===== src/rtl/cog_vid_pkg.sv =====
// Shared definitions for the cog video sequencer.
//   cfg_state_t  : configuration sequencer states (IDLE -> SCL -> VID -> IDLE)
//   VID_MODE_*   : bit range of the video mode field inside the mode word;
//                  a zero field means the generator is disabled.
package cog_vid_pkg;

    typedef enum logic [1:0] {
        IDLE = 2'd0,
        SCL  = 2'd1,
        VID  = 2'd2
    } cfg_state_t;

    localparam int unsigned VID_MODE_LSB = 29;
    localparam int unsigned VID_MODE_MSB = 30;

endpackage


===== src/rtl/cog_vid_fifo.sv =====
// Synchronous FIFO of {color, pixel} pairs for the cog video sequencer.
// Ports:
//   clk_cog, nres          : clock, synchronous active-low reset
//   push, wr_color/pixel   : write a pair at the tail (dropped when full,
//                            unless a pop happens in the same cycle)
//   pop                    : remove the head pair (ignored when empty)
//   flush                  : empty the FIFO; overrides push and pop
//   head_color/head_pixel  : pair at the head (valid when !empty)
//   level, full, empty     : occupancy status
module cog_vid_fifo #(
    parameter int unsigned DEPTH = 4,
    parameter int unsigned AW    = 2
) (
    input  logic          clk_cog,
    input  logic          nres,
    input  logic          push,
    input  logic          pop,
    input  logic          flush,
    input  logic [31:0]   wr_color,
    input  logic [31:0]   wr_pixel,
    output logic [31:0]   head_color,
    output logic [31:0]   head_pixel,
    output logic [AW:0]   level,
    output logic          full,
    output logic          empty
);

    logic [63:0]   mem [DEPTH];
    logic [AW-1:0] wr_ptr;
    logic [AW-1:0] rd_ptr;
    logic [AW:0]   count;
    logic          do_push;
    logic          do_pop;

    assign empty = (count == '0);
    assign full  = (count == (AW+1)'(DEPTH));
    assign level = count;

    assign head_color = mem[rd_ptr][63:32];
    assign head_pixel = mem[rd_ptr][31:0];

    // When full, a simultaneous pop frees the head slot; the write lands in
    // that same slot after the head has been read out this cycle.
    assign do_pop  = pop & ~empty & ~flush;
    assign do_push = push & (~full | do_pop) & ~flush;

    always_ff @(posedge clk_cog) begin
        if (do_push) begin
            mem[wr_ptr] <= {wr_color, wr_pixel};
        end
    end

    always_ff @(posedge clk_cog) begin
        if (!nres || flush) begin
            wr_ptr <= '0;
            rd_ptr <= '0;
            count  <= '0;
        end else begin
            if (do_push) begin
                wr_ptr <= wr_ptr + AW'(1);
            end
            if (do_pop) begin
                rd_ptr <= rd_ptr + AW'(1);
            end
            case ({do_push, do_pop})
                2'b10:   count <= count + (AW+1)'(1);
                2'b01:   count <= count - (AW+1)'(1);
                default: count <= count;
            endcase
        end
    end

endmodule


===== src/rtl/cog_vid_seq.sv =====
// Cog-side sequencer for the cog video generator (clk_cog domain).
// Ports:
//   clk_cog, nres                 : clock, synchronous active-low reset
//   cfg_req, cfg_vid, cfg_scl     : request to write scale then mode
//   cfg_busy                      : configuration sequence in progress
//   push, push_color, push_pixel  : enqueue a {color, pixel} pair
//   full, level                   : FIFO status (current pair not counted)
//   vid_ack                       : generator acknowledge; rising edge consumes
//   setvid, setscl, data          : registered strobes/data to the generator
//   pixel, color                  : current pair presented to the generator
//   underrun, clr_underrun        : sticky consume-without-data flag and clear
module cog_vid_seq
    import cog_vid_pkg::*;
#(
    parameter int unsigned DEPTH = 4,
    parameter int unsigned AW    = 2
) (
    input  logic          clk_cog,
    input  logic          nres,
    input  logic          cfg_req,
    input  logic [31:0]   cfg_vid,
    input  logic [19:0]   cfg_scl,
    output logic          cfg_busy,
    input  logic          push,
    input  logic [31:0]   push_color,
    input  logic [31:0]   push_pixel,
    output logic          full,
    output logic [AW:0]   level,
    input  logic          vid_ack,
    output logic          setvid,
    output logic          setscl,
    output logic [31:0]   data,
    output logic [31:0]   pixel,
    output logic [31:0]   color,
    output logic          underrun,
    input  logic          clr_underrun
);

    cfg_state_t  state;
    cfg_state_t  next_state;
    logic [31:0] shadow_vid;
    logic [19:0] shadow_scl;
    logic        setvid_d;
    logic        setscl_d;
    logic        busy_d;
    logic [31:0] data_d;

    logic        ack_q;
    logic        ack_rise;
    logic        ack_eff;
    logic        en_q;
    logic        cur_valid;
    logic        mode_on;
    logic        flush;
    logic        load;

    logic        fifo_empty;
    logic [31:0] head_color;
    logic [31:0] head_pixel;

    assign mode_on  = |shadow_vid[VID_MODE_MSB:VID_MODE_LSB];
    assign flush    = (state == VID) && !mode_on;
    assign ack_rise = vid_ack & ~ack_q;
    assign ack_eff  = ack_rise & en_q;
    assign load     = (!cur_valid || ack_eff) && !fifo_empty && !flush;

    cog_vid_fifo #(
        .DEPTH (DEPTH),
        .AW    (AW)
    ) u_fifo (
        .clk_cog    (clk_cog),
        .nres       (nres),
        .push       (push),
        .pop        (load),
        .flush      (flush),
        .wr_color   (push_color),
        .wr_pixel   (push_pixel),
        .head_color (head_color),
        .head_pixel (head_pixel),
        .level      (level),
        .full       (full),
        .empty      (fifo_empty)
    );

    // Strobes are decoded from next_state so they are registered yet line
    // up with the state they belong to. On IDLE->SCL the shadow is being
    // loaded on the same edge, so the scale comes straight from cfg_scl.
    always_comb begin
        next_state = state;
        setscl_d   = 1'b0;
        setvid_d   = 1'b0;
        busy_d     = 1'b0;
        data_d     = '0;
        case (state)
            IDLE:    if (cfg_req) next_state = SCL;
            SCL:     next_state = VID;
            VID:     next_state = IDLE;
            default: next_state = IDLE;
        endcase
        case (next_state)
            SCL: begin
                setscl_d = 1'b1;
                busy_d   = 1'b1;
                data_d   = {12'b0, cfg_scl};
            end
            VID: begin
                setvid_d = 1'b1;
                busy_d   = 1'b1;
                data_d   = shadow_vid;
            end
            default: ;
        endcase
    end

    always_ff @(posedge clk_cog) begin
        if (!nres) begin
            state    <= IDLE;
            setscl   <= 1'b0;
            setvid   <= 1'b0;
            cfg_busy <= 1'b0;
            data     <= '0;
            en_q     <= 1'b0;
        end else begin
            state    <= next_state;
            setscl   <= setscl_d;
            setvid   <= setvid_d;
            cfg_busy <= busy_d;
            data     <= data_d;
            if (state == VID) begin
                en_q <= mode_on;
            end
        end
    end

    always_ff @(posedge clk_cog) begin
        if (state == IDLE && cfg_req) begin
            shadow_vid <= cfg_vid;
            shadow_scl <= cfg_scl;
        end
    end

    always_ff @(posedge clk_cog) begin
        if (!nres) begin
            ack_q     <= 1'b0;
            cur_valid <= 1'b0;
            pixel     <= '0;
            color     <= '0;
            underrun  <= 1'b0;
        end else begin
            ack_q <= vid_ack;
            if (flush) begin
                cur_valid <= 1'b0;
            end else if (load) begin
                pixel     <= head_pixel;
                color     <= head_color;
                cur_valid <= 1'b1;
            end else if (ack_eff) begin
                // Generator re-latches the stale pair; only the flag drops.
                cur_valid <= 1'b0;
            end
            if (ack_eff && !cur_valid) begin
                underrun <= 1'b1;
            end else if (clr_underrun) begin
                underrun <= 1'b0;
            end
        end
    end

endmodule


===== config.mk =====
export PLATFORM = sky130hd
export DESIGN_NAME = cog_vid_seq
export DESIGN_NICKNAME = d
export VERILOG_FILES = /design/src/rtl/cog_vid_pkg.sv /design/src/rtl/cog_vid_fifo.sv /design/src/rtl/cog_vid_seq.sv
export SDC_FILE = /design/constraint.sdc
export NUM_CORES = 1
export LEC_CHECK = 0
export BUFFER_PORTS_ARGS = -buffer_cell sky130_fd_sc_hd__buf_2
export CORE_ASPECT_RATIO = 0.9
export CORE_MARGIN = 1
export CORE_UTILIZATION = 35
export DETAILED_ROUTE_END_ITERATION = 6
export GPL_TIMING_DRIVEN = 0
export MAX_ROUTING_LAYER = met4
export RECOVER_POWER = 100
export SYNTH_ARGS = -nofsm -noshare
export SYNTH_HDL_FRONTEND = slang
export SYNTH_HIERARCHICAL = 1
export SYNTH_SLANG_ARGS = --single-unit

===== constraint.sdc =====
create_clock -name clk_cog -period 6.7 [get_ports clk_cog]
set_input_delay 0.335 -clock clk_cog [delete_from_list [all_inputs] [get_ports clk_cog]]
set_output_delay 0.335 -clock clk_cog [all_outputs]
set_load 0.02 [all_outputs]

==> flow_summary.yaml, run 1 <==
final_layout:
  regArea_sq_mm: 0.0109
  multiInputGateArea_sq_mm: 0.00322
  final_util_pct: 45.9
  drive_gt1_share_pct: 15.7
  final_cell_mix: "edfxtp_1 (288), clkbuf_1 (208), nand2_1 (134)"
  fillers: 3646
  fin_cells: 1767
  area_growth_syn_to_layout_pct: 29.1
  final_common_cell: "edfxtp_1"
  antenna_cells: 0
  nets: 1320
worst_setup_path:
  crit_chain: "nor4b_1 > a211oi_2 > clkbuf_1 > or4b_1 > and2_0 > inv_1 > ha_1 > inv_1 > fa_1 > xor2_1 > or3_1 > a21oi_1"
  crit_slowest_cell: "nor4b_1"
  critPathRequiredTime_ns: 7.17
  startpoint_type: "flop"
  cp-startpoint: "shadow_vid[30]"
  path_common_cell: "inv_1"
  cp-end-kind: "flop"
  crit_type: "reg -> reg"
  worst-path-buf-inv: 3
  critical_path.top_delay_family: "simple AND/OR/NAND/NOR gates"
  critPathMaxStageDelay_ns: 1.09
  regToRegStartpoint: "shadow_vid[30]"
  path_max_fanout: 12
  cp_data_arrival_time_ns: 4.92
yosys:
  ys_seq_elements: 402
  synth_top_flop_cell: "edfxtp_1"
  syn_area_sq_mm: 0.0144
  syn_avg_cell_area_sq_um: 18.1
  ys_seq_area_share_pct: 75.7
  yosysWarnings: 6
  yosys.cell_types.count: 33
  syn_inst: 800
  synth_nets: 928
  synth_async_sr_flop_share_pct: 0
  synth_edf_count: 288
pwr:
  p_seq_share_pct: 44.7
  intPower_mw: 5.02
  leakage_nw: 6.37
  powerDensity_mw_per_mm2: 377
  max-vdd-ir-drop_mv: 0.192
  p_clk_share_pct: 33.1
  switching_share_pct: 28.5
  p_sw_mw: 2.00
  power_mw: 7.02
  p_comb_share_pct: 22.2
timing:
  fin_skew_ns: 0.0216
  relSlewSlack_pct: -73.9
  rsz0062_at_grt: "false"
  hold_viol: 0
  fin_crit_sh_pct: 66.3
  setup_violations: 0
  fin_crit_ns: 4.44
  drv_slew: 121
  fin_tns_setup_ns: 0
  tightestPinTransition_ns: 2.60
  fmax_mhz: 225
place:
  io_buffers: 225
  hpwl_um: 19800
  placed_cells: 1569
  routabilityCongestion: 0.699
cts:
  clockRootBuffer: "clkbuf_16"
  cts_buffer_depth: 3
  clk_pin_slew_ns: 0.06
  htreeDepth: 2
  cts_buffers: 43
  clk-insertion-delay-late_ns: 0.56
  cts.sinks: 402
  cts_tree: "done"
global_routing:
  grtUsageTotal_pct: 16.0
  grt_pass1_wl_um: 49600
  grt_pass1_vias: 8708
  overflow: 0
  antenna_found_initial: 1
  grt_max_degree: 48
drt:
  dr.pass1.iters: 4
  viasPerCell: 4.64
  wl_um: 32300
  wl_per_cell_um: 18.3
  drc_errors: 0
  num_vias: 8191
  final_antenna_net_count: 0
  first_iter_violations: 336
flow_run:
  cap_violations: 4
worst_hold_path:
  min_path_type: "in -> reg"
  hp-start: "clr_underrun"
die:
  chipHeight_um: 195
  coreArea_sq_mm: 0.0406
  initial_core_util_pct: 35.5
  die_x_um: 216
  rows: 70
  ios: 226
  dieArea_sq_mm: 0.0421
status:
  failed_checks: "capacitance limit, slew limit"
  status: "finished with violations"
power by group through the flow:
stage                     logic, mW  clock network (mW)  registers, mW
after floorplan               0.892                   0           3.39
after global routing           1.70                2.48           3.17
after CTS                      1.70                2.39           3.13
after global placement         1.60                   0           3.18
after detailed placement       1.64                   0           3.18
final                          1.56                2.33           3.14
metal layers:
layer | share of wire (%) | global-route usage, % | routed length (um)
met1 | 43 | 19.8 | 13900
met5 | 0 | - | 0
met4 | 2.5 | 5.50 | 809
met2 | 49 | 26.0 | 15800
met3 | 5.4 | 3.40 | 1730
state kept, by name, indices dropped and copies added, names as in the netlist, named ones only:
signal	flops
en_q	1
u_fifo/rd_ptr	2
setscl	1
ack_q	1
shadow_vid	32
state	2
color	32
data	32
cfg_busy	1
u_fifo/mem	256
setvid	1
cur_valid	1
u_fifo/wr_ptr	2
underrun	1
pixel	32
u_fifo/level	3
per-stage QoR:
| stage | worst slack, ns | hold slack [ns] | instance area [sq um] |
|---|---|---|---|
| finish | 2.26 | 0.103 | 18600 |
| global route | 1.84 | 0.106 | 18600 |
| CTS | 3.19 | 0.0689 | 19000 |
| detailed placement | 3.22 | 0.428 | 16400 |
| global placement | 3.18 | 0.423 | 16200 |
| floorplan | 3.65 | 0.420 | 14400 |
final timing paths:
kind	end	slack, ns	cells past startpoint
setup / recovery	u_fifo/level[2]	2.26	12
hold / removal	underrun	0.10	3
setup reg to reg	u_fifo/level[2]	2.26	12
hold reg to reg	data[26]	0.44	1
cell type report:
class                      count  area share, %
clock inverter                17          0.819
multi-input combinational    349           17.3
sequential                   402           58.6
timing repair buffer         347           11.8
inverter                       8          0.161
tap                          540           3.62
buffer                        41          0.960
clock buffer                  63           6.67
synth_stat cells (2+ instances only):
cell type  count  area share, %
a21oi_1        5           0.17
a22o_1        20            1.2
and2_1        14           0.61
and3_2         4           0.21
buf_1          6           0.16
buf_2          8           0.28
buf_4          6           0.31
buf_6          6           0.47
clkbuf_1      14           0.36
dfxtp_1      114             16
edfxtp_1     288             60
ha_1           5           0.43
inv_1          8           0.21
mux2i_1       68            4.7
mux4_2        64             10
nand2_1      134            3.5
nand2b_1       5           0.22
nand3b_1       2           0.10
nor2_1        11           0.29
nor2b_1        2          0.087
o21ai_0        2          0.069
or3_1          2          0.087
xor2_1         2           0.12
worst min-delay path: cells and delay by family:
family	cells	cell delay [ns]
compound gates	1	0.06
buf+inv	1	0.08
simple gates	1	0.14
kinds of logic (layout without fill, tap and decap cells):
| group | Yosys count | in the layout | share of synthesized area, % |
|---|---|---|---|
| adders and majority gates | 6 | 6 | 0.572 |
| AOI/OAI and AO/OA | 29 | 29 | 1.59 |
| buffers and inverters | 49 | 476 | 1.82 |
| xor gates and xnor gates | 2 | 2 | 0.121 |
| and+or+nand+nor | 180 | 180 | 5.53 |
| DFF | 402 | 402 | 75.7 |
| muxes | 132 | 132 | 14.7 |
timing repair:
item | 4_1_cts | 5_1_grt
gates resized for setup | 0 | 0
buffers inserted | 0 | 0
endpoints found under the hold margin | 310 | 0
hold buffers | 118 | 0
Power figures use the tool's default switching activity.
==> run 2: changes to the inputs <==
Clock period 6.7 ns to 3.9 ns, I/O delays scaled along.
==> run 2 against run 1 <==
The run still ends with capacitance limit, slew limit left. Cell area up 0.22%. Worst setup slack worse by 1.9 ns. First-iteration DRC count is 3.9% lower. Non-clock buffer count grew 2. Clock-buffer cell count unchanged. Utilization is 0.099 points higher. Worst hold slack improved by 0.11 ns. Critical path type unchanged. Largest cell class unchanged. Highest routed layer unchanged.
==> flow_summary.yaml, run 2 (same netlist as run 1, synthesis figures left out) <==
drt:
  num_vias: 8178
  final_antenna_net_count: 0
  viasPerCell: 4.62
  first_iter_violations: 323
  drc_errors: 0
  dr.pass1.iters: 4
  wl_um: 32300
  wl_per_cell_um: 18.2
timing:
  relSlewSlack_pct: -75.1
  rsz0062_at_grt: "false"
  fmax_mhz: 283
  drv_slew: 61
  fin_skew_ns: 0.0204
  fin_tns_setup_ns: 0
  fin_crit_ns: 3.54
  setup_violations: 0
  tightestPinTransition_ns: 2.62
  hold_viol: 0
  fin_crit_sh_pct: 90.7
final_layout:
  nets: 1322
  largest_reg_flops: 256
  regArea_sq_mm: 0.0109
  final_util_pct: 46.0
  largest-register: "u_fifo/mem"
  multiInputGateArea_sq_mm: 0.00324
  postLayoutCellArea_sq_mm: 0.0187
  drive_gt1_share_pct: 16.4
  antenna_cells: 0
  final_cell_mix: "edfxtp_1 (288), clkbuf_1 (202), nand2_1 (134)"
  area_growth_syn_to_layout_pct: 29.4
  final_common_cell: "edfxtp_1"
  fillers: 3645
pwr:
  power_mw: 12.1
  max-vdd-ir-drop_mv: 0.330
  switching_share_pct: 28.4
  p_sw_mw: 3.44
  p_comb_share_pct: 22.5
  p_seq_share_pct: 44.5
  p_clk_share_pct: 33.0
  intPower_mw: 8.66
  powerDensity_mw_per_mm2: 648
  leakage_nw: 6.40
die:
  dieArea_sq_mm: 0.0421
  chipHeight_um: 195
  ios: 226
  die_x_um: 216
  rows: 70
  coreArea_sq_mm: 0.0406
  initial_core_util_pct: 35.5
global_routing:
  antenna_found_initial: 1
  grt_use_met1_pct: 19.9
  top_usage_layer: "met2"
  overflow: 0
  grtUsageTotal_pct: 16.0
  use_met3_pct: 3.38
  grt_pass1_vias: 8717
  met2_usage_pct: 26.2
  grt_max_degree: 48
  grt_pass1_wl_um: 49800
place:
  io_buffers: 225
  routabilityCongestion: 0.699
  place_area_sq_mm: 0.0164
  hpwl_um: 19800
worst_setup_path:
  cp-end-kind: "flop"
  regToRegStartpoint: "shadow_vid[30]"
  startpoint_type: "flop"
  path_max_fanout: 12
  cp_data_arrival_time_ns: 4.01
  crit_chain: "nor4b_4 > a211oi_1 > buf_2 > or4b_1 > and2_4 > inv_1 > ha_1 > inv_1 > fa_1 > xor2_1 > or3_1 > a21oi_1"
  r2r-end: "u_fifo/level[2]"
  reg2reg_depth: 12
  path_common_cell: "inv_1"
  crit_type: "reg -> reg"
  critPathRequiredTime_ns: 4.37
  crit_end: "u_fifo/level[2]"
  critPathMaxStageDelay_ns: 0.58
  regToRegSetupSlack_ns: 0.36
  cp-startpoint: "shadow_vid[30]"
  crit_slowest_cell: "or4b_1"
cts:
  clockRootBuffer: "clkbuf_16"
  post_cts_buffers: 0
  cts_hold_buf: 120
  cts_buffer_depth: 3
  clk_pin_slew_ns: 0.06
  cts_tree: "done"
  clk-insertion-delay-late_ns: 0.56
  cts_buffers: 43
  cts.sinks: 402
  cts_resized: 0
  htreeDepth: 2
status:
  status: "finished with violations"
  failed_checks: "capacitance limit, slew limit"
flow_run:
  cap_violations: 2
worst_hold_path:
  min_path_type: "in -> reg"
## run 2: cell count changes in the layout (fill, tap and decap cells not counted), sizes merged
| cell | change |
|---|---|
| buf | +4 |
| clkbuf | -4 |
| dlygate4sd3 | +2 |
## run 2: worst min-delay path by stage
stage                     slack [ns]         from                to  cells past startpoint
after floorplan                 0.29   cfg_vid[0]     shadow_vid[0]                      0
after global placement          0.37  cfg_vid[22]    shadow_vid[22]                      1
after detailed placement        0.37  cfg_vid[23]    shadow_vid[23]                      1
after CTS                       0.19         push  u_fifo/wr_ptr[0]                      4
after global routing            0.21         push  u_fifo/wr_ptr[0]                      4
final                           0.21         push  u_fifo/wr_ptr[0]                      4
## run 2: through the flow
step	instances	setup WS [ns]	hold slack, ns
after floorplan	800	0.852	0.294
after global placement	1565	0.459	0.372
after detailed placement	1569	0.420	0.373
after CTS	1769	0.388	0.195
after global routing	1769	0.133	0.212
final	1769	0.362	0.210
## run 2: power by group through the flow
| stage | sequential, mW | clock [mW] | combinational (mW) |
|---|---|---|---|
| after global placement | 5.46 | 0 | 2.76 |
| after global routing | 5.45 | 4.26 | 2.96 |
| after detailed placement | 5.47 | 0 | 2.82 |
| after floorplan | 5.82 | 0 | 1.53 |
| final | 5.39 | 4.00 | 2.72 |
| after CTS | 5.38 | 4.11 | 2.92 |
## run 2: critical path: cells and delay by family, from the launching register on
family,cells,cell delay (ns)
AO/OA/AOI/OAI,2,0.30
adder cells (fa/ha/maj),2,0.55
buffers and inverters,3,0.42
AND/OR/NAND/NOR,4,1.59
flip-flops,1,0.44
XOR/XNOR,1,0.16
## run 2: area by class of cell
cell class	count	area share, %
inverters	8	0.161
clock inverters	17	0.817
plain buffers	41	1.21
clock buffers	63	6.66
repair buffers	349	11.7
flip-flops and latches	402	58.5
multi-input cells	349	17.3
well taps	540	3.62
## run 2: routing by layer
metal | part of all wire, % | vias to the layer above | wire [um]
met5 | 0 | - | 0
met4 | 2.4 | 0 | 771
met3 | 5.4 | 58 | 1740
met2 | 49 | 206 | 15900
met1 | 43 | 4080 | 13900
li1 | - | 3834 | -
